<file path="config.mk">
export PLATFORM = sky130hd
export DESIGN_NAME = pc_sequencer
export DESIGN_NICKNAME = d
export VERILOG_FILES = /design/src/rtl/pc_sequencer.sv
export SDC_FILE = /design/constraint.sdc
export NUM_CORES = 1
export LEC_CHECK = 0
export ABC_AREA = 1
export CAP_MARGIN = 0
export CORE_UTILIZATION = 30
export CTS_CLUSTER_DIAMETER = 80
export DETAILED_ROUTE_END_ITERATION = 12
export GPL_TIMING_DRIVEN = 0
export PLACE_DENSITY = 0.68
export SYNTH_ARGS = -nofsm -noshare
export SYNTH_HDL_FRONTEND = slang
export SYNTH_SLANG_ARGS = --single-unit
</file>
<file path="constraint.sdc">
create_clock -name Clk -period 2.1 [get_ports Clk]
set_input_delay 0.315 -clock Clk [delete_from_list [all_inputs] [get_ports Clk]]
set_output_delay 0.315 -clock Clk [all_outputs]
set_load 0.005 [all_outputs]
</file>
<file path="src/rtl/pc_sequencer.sv">
// ============================================================================
// Module   : pc_sequencer
// Purpose  : IF-stage program counter. Chooses the next PC from the sequential,
//            branch or jump source, freezes it on stalls and flags flushes.
// Options  : PC_ALIGN_CHECK_EN forces taken targets to word alignment and
//            raises a sticky AlignError when a target is misaligned.
// Revision : 1.0 - initial release
// ============================================================================
`default_nettype none

module pc_sequencer #(
    parameter logic [31:0] RESET_PC    = 32'h0000_0000,
    parameter int          STALL_CNT_W = 16
) (
    input  logic                   Clk,
    input  logic                   Reset,
    input  logic [31:0]            PCAddResult,
    input  logic                   Stall,
    input  logic                   BranchTaken,
    input  logic [31:0]            BranchTarget,
    input  logic                   Jump,
    input  logic [31:0]            JumpTarget,
    output logic [31:0]            Address,
    output logic                   FetchValid,
    output logic                   IF_Flush,
    output logic [STALL_CNT_W-1:0] StallCount,
    output logic                   AlignError
);

    localparam logic [1:0] c_HOLD     = 2'd0;
    localparam logic [1:0] c_RUN      = 2'd1;
    localparam logic [1:0] c_STALL    = 2'd2;
    localparam logic [1:0] c_REDIRECT = 2'd3;

    localparam logic [STALL_CNT_W-1:0] c_CNT_ONE = {{(STALL_CNT_W-1){1'b0}}, 1'b1};

    logic [1:0]             r_state;
    logic [31:0]            r_addr;
    logic                   r_fetch_valid;
    logic                   r_if_flush;
    logic [STALL_CNT_W-1:0] r_stall_cnt;

    logic                   w_redirect;
    logic [31:0]            w_target;
    logic [31:0]            w_load_pc;

    // Branch outranks jump when both resolve in the same cycle.
    always_comb begin
        w_redirect = BranchTaken | Jump;
        w_target   = BranchTaken ? BranchTarget : JumpTarget;
    end

`ifdef PC_ALIGN_CHECK_EN
    logic w_misaligned;
    logic r_align_err;

    always_comb begin
        w_load_pc    = {w_target[31:2], 2'b00};
        w_misaligned = (r_state != c_HOLD) && w_redirect && (w_target[1:0] != 2'b00);
    end

    always_ff @(posedge Clk) begin
        if (Reset) begin
            r_align_err <= 1'b0;
        end else if (w_misaligned) begin
            r_align_err <= 1'b1;
        end
    end

    assign AlignError = r_align_err;
`else
    always_comb begin
        w_load_pc = w_target;
    end

    assign AlignError = 1'b0;
`endif

    always_ff @(posedge Clk) begin
        if (Reset) begin
            r_state       <= c_HOLD;
            r_addr        <= RESET_PC;
            r_fetch_valid <= 1'b0;
            r_if_flush    <= 1'b0;
            r_stall_cnt   <= '0;
        end else begin
            case (r_state)
                // Leaving HOLD keeps RESET_PC so that it becomes the first fetch.
                c_HOLD: begin
                    r_state       <= c_RUN;
                    r_fetch_valid <= 1'b1;
                    r_if_flush    <= 1'b0;
                end
                default: begin
                    if (w_redirect) begin
                        r_state       <= c_REDIRECT;
                        r_addr        <= w_load_pc;
                        r_fetch_valid <= 1'b1;
                        r_if_flush    <= 1'b1;
                    end else if (Stall) begin
                        r_state       <= c_STALL;
                        r_fetch_valid <= 1'b0;
                        r_if_flush    <= 1'b0;
                        if (r_stall_cnt != '1) begin
                            r_stall_cnt <= r_stall_cnt + c_CNT_ONE;
                        end
                    end else begin
                        r_state       <= c_RUN;
                        r_addr        <= PCAddResult;
                        r_fetch_valid <= 1'b1;
                        r_if_flush    <= 1'b0;
                    end
                end
            endcase
        end
    end

    assign Address    = r_addr;
    assign FetchValid = r_fetch_valid;
    assign IF_Flush   = r_if_flush;
    assign StallCount = r_stall_cnt;

endmodule

`default_nettype wire

</file>
# After elaboration in Yosys (flattened, before gate mapping)
# Cells that the tools add are included.
[totals]
ff_bits = 52
out_inout_bits = 51
word_cells = 26
[op_classes]
n_addsub = 1
eq_ne = 2
mux = 10
n_bitwise = 3
reduce_logical = 4
[ops]
columns = ["op", "n"]
rows = [
  ["2-to-1 mux 32 bit", 3],
  ["adder 16 x 1 -> 16 bit (second input constant)", 1],
  ["!= test 16 bit (second input constant)", 1],
  ["2-to-1 mux 1 bit", 5],
  ["2-to-1 mux 2 bit", 2],
  ["AND reduction 4 bit", 1],
  ["logical NOT 2 bit", 1],
  ["!= test 2 x 1 -> 1 bit (second input constant)", 1],
  ["inverter 1 bit", 2],
  ["AND reduction 2 bit", 1],
  ["OR reduction 2 bit", 1],
  ["bitwise OR 1 bit", 1],
]

# Longest topological paths before layout
[depth]
ltp_word = 3
depth_mapped = 10
depth_no_buf = 10

# Worst setup path before layout
# Ideal clock, no wire load.
[synth_path]
path_type = "flip-flop to flip-flop"
from = "register r_stall_cnt[0], in the netlist StallCount[0]"
to = "register r_stall_cnt[11], in the netlist StallCount[11]"
setup_ns = 0.140
t_arrival_ns = 1.316
required_time_ns = 1.960
setup_slack_ns = 0.644
path_stages_with_launch = 10
path_buffers = 1
period_less_slack_ns = 1.456
path_cell_list = "dfxtp_1 > ha_1 > nand2_1 > nor2_1 > nand2_1 > nor2_2 > nor2_4 > buf_8 > nand2_2 > a21oi_2"
[synth_via]
elab_chain_cells = 2
elab_cells_between_ends = 3
classes_between = "add/sub (1); eq/ne (1); reduce/logical (1)"
[synth_rtl]
columns = ["item", "line", "source"]
rows = [
  ["from (decl)", "41", "logic [STALL_CNT_W-1:0] r_stall_cnt;"],
  ["from (signal assigned)", "105", "r_stall_cnt <= r_stall_cnt + c_CNT_ONE;"],
  ["branches (longest 2 deep; another with adder 16 x 1 -> 16 bit)", "--", ""],
]
# Parallel ways; which one is timed is not known.
# A chain may end at the register's enable or synchronous reset.

# Worst setup path in the final report
[layout_path]
from = "register r_stall_cnt[7], in the netlist StallCount[7]"
to = "output StallCount[7]"
[layout_lines]
columns = ["item", "line", "source"]
rows = [
  ["to (decl)", "26", "output logic [STALL_CNT_W-1:0] StallCount,"],
]
# No word-level cell between the ends.

==> impl_metrics.yaml <==
floorplanning:
  dieArea_um2: 9490
  floorplan.rows: 34
  ios: 152
  die_y_um: 97.4
  die_x_um: 97.4
  core-area_um2: 8760
  initial_utilization_pct: 31.2
critical_path:
  reg2reg_depth: 9
  critPathMaxFanout: 6
  endpoint: "StallCount[7]"
  crit_family: "buffers and inverters"
  path_class: "reg2out"
  critPathLaunchType: "register"
  crit_cells: 1
  r2r-start: "StallCount[1]"
  crit_slowest_cell: "clkdlybuf4s50_1"
  cpPeakStageDelay_ns: 0.54
  worst_r2r_endpoint: "StallCount[11]"
  required_ns: 1.78
  cp.buffers_inverters: 1
  r2r_setup_slack_ns: 0.49
  end_kind: "output port"
  crit_path_cell_trace: "clkdlybuf4s50_1"
  startpoint: "StallCount[7]"
  worstPathArrival_ns: 1.30
flow_run:
  drv_cap: 0
synthesis:
  synth_common_cells: "dfxtp_1, nand2_1, o21ai_0"
  synth_area_um2: 2730
  netlist_instances: 357
  yosysWarnings: 0
  syn_avg_cell_area_um2: 7.65
  synth_fp_nets: 459
  synth_flop_cell: "dfxtp_1"
  synth_cell_types: 38
  synth_top_area_cell: "dfxtp_1"
  synth_top_area_share_pct: 37.4
  yosysMostFrequentCell: "dfxtp_1"
  yosysSeqAreaShare_pct: 37.4
  async_reset_ff_share_pct: 0
  synth_area_leaders: "dfxtp_1, nand2_1, o21ai_0"
  ys_ff_latch: 51
  synth_edf_count: 0
hold_path:
  whs_path_depth: 3
  hp-class: "in2reg"
sta:
  slew_headroom_pct: 52.8
  worstMarginPinSlew_ns: 0.707
  drv_slew: 0
  period_minus_slack_ns: 1.62
  fin_crit_sh_pct: 77.0
  rsz0062_at_grt: "false"
  clock_skew_ns: 0.00972
  tns_ns: 0
  hold_viol: 0
  fmax_mhz: 618
  finalSetupViolCount: 0
clocking:
  cts_buffers: 5
  clock_path_buffers: 2
  cts_sinks: 51
  h-tree-depth: 2
  worstSkewPairLatency_ns: 0.31
  root_buffer: "clkbuf_8"
  post_cts_resized: 0
  cts_hold_buf: 0
  post-cts-setup-buffer-count: 0
  tritoncts: "built"
  clk_pin_slew_ns: 0.10
finish:
  seq_area_um2: 1020
  drive_gt1_share_pct: 12.3
  multi_input_area_um2: 1480
  layout.nets: 614
  insertedDiodeCount: 0
  fillCellCount: 837
  layout-area-overhead-vs-synth_pct: 63.5
drt:
  num_vias: 3099
  postRouteAntennaNets: 0
  wl_um: 9110
  wl_per_cell_um: 14.7
  firstDrtPassIters: 5
  first_iter_violations: 75
  drc: 0
  avgViaCountPerCell: 4.99
place:
  numPortBuffers: 148
  gp_congestion: 0.882
  hpwl_um: 7050
power_and_ir_drop:
  p_per_area_nw_per_um2: 538
  finalPower_mw: 2.40
  p_leak_nw: 1.64
  irDropWorstVdd_mv: 0.277
global_route:
  grt_max_degree: 16
  antenna_found_initial: 0
  groute.usage.overall_pct: 19.0
  grt_pass1_wl_um: 14700
  first_global_vias: 3075
  grt_overflow_total: 0
run_status:
  outcome: "complete, no violations"
## worst min path at each step
stage / from / endpoint / slack, ns
2_1_floorplan: Reset / Address[20] / 0.38
3_3_place_gp: Address[24] / Address[24] / 0.45
3_5_place_dp: Address[26] / Address[26] / 0.46
4_1_cts: Jump / Address[3] / 0.35
5_1_grt: Jump / Address[5] / 0.36
6_report: Jump / Address[5] / 0.35
## worst register-to-register path: stages, from the launching register on
cell	delay (ns)
dfxtp_1	0.42
ha_1	0.23
nand2_1	0.06
nor2_1	0.09
nand2_1	0.15
nor2_2	0.19
nor2_4	0.06
buf_8	0.15
nand2_2	0.07
a21oi_2	0.04
## metal layers
metal | up-vias | routed length, um | global-route usage [%]
met4 | 0 | 223 | 7.13
met5 | - | 0 | 0
met1 | 1435 | 4100 | 23.4
met3 | 14 | 509 | 3.96
li1 | 1550 | - | -
met2 | 100 | 4280 | 32.6
## report_power, final
part	switching [mW]	leakage [nW]	internal [mW]
clock network	0.331	0.0612	0.386
registers	0.0337	0.420	1.04
logic	0.243	1.16	0.371
total	0.608	1.64	1.79
## cell families (layout without fill, tap and decap cells)
| family | count (synthesis) | in the layout | share of synthesized area, % |
|---|---|---|---|
| flops | 51 | 51 | 37.4 |
| fa+ha+maj | 1 | 1 | 0.458 |
| other cells | 1 | 1 | 0.137 |
| compound gates | 113 | 113 | 26.7 |
| xor+xnor | 5 | 5 | 1.60 |
| buf+inv | 47 | 203 | 8.39 |
| simple gates | 139 | 139 | 25.3 |
## registers in the layout, summed over array words and instances, names as in the netlist
register	flops
StallCount	16
IF_Flush	1
Address	32
r_state	2
## through the flow
stage	area [um^2]	instances	hold WS (ns)	utilization (%)	setup WS, ns
after global placement	4350	613	0.454	49.6	0.257
after CTS	4460	621	0.348	50.9	0.480
after detailed placement	4350	613	0.459	49.6	0.228
after floorplan	2730	357	0.384	-	0.644
final	4460	621	0.351	50.9	0.482
after global routing	4460	621	0.356	50.9	0.352
## final cells by class
type                    count  area share (%)
repair buffers            148            33.2
multi-input cells         259            33.2
flip-flops and latches     51            22.9
plain buffers              23            3.11
well taps                 108            3.03
inverters                  24            2.02
clock buffers               6            1.85
clock inverters             2           0.785
## layout by cell type (no fill, tap or decap), types with 4 or more instances in the layout
master,count
a21oi_2,8
o22ai_1,10
clkdlybuf4s50_1,148
a31oi_1,15
clkbuf_8,6
nor2_2,5
o21ai_0,30
o2111ai_1,5
nand2_1,50
buf_1,4
inv_1,21
clkbuf_1,4
nand2_2,11
xor2_1,4
buf_2,6
a22oi_1,15
buf_4,7
o21bai_1,10
dfxtp_1,51
or2_2,8
nor2_1,24
a21oi_1,17
nand3_1,28
Power figures use the tool's default switching activity.
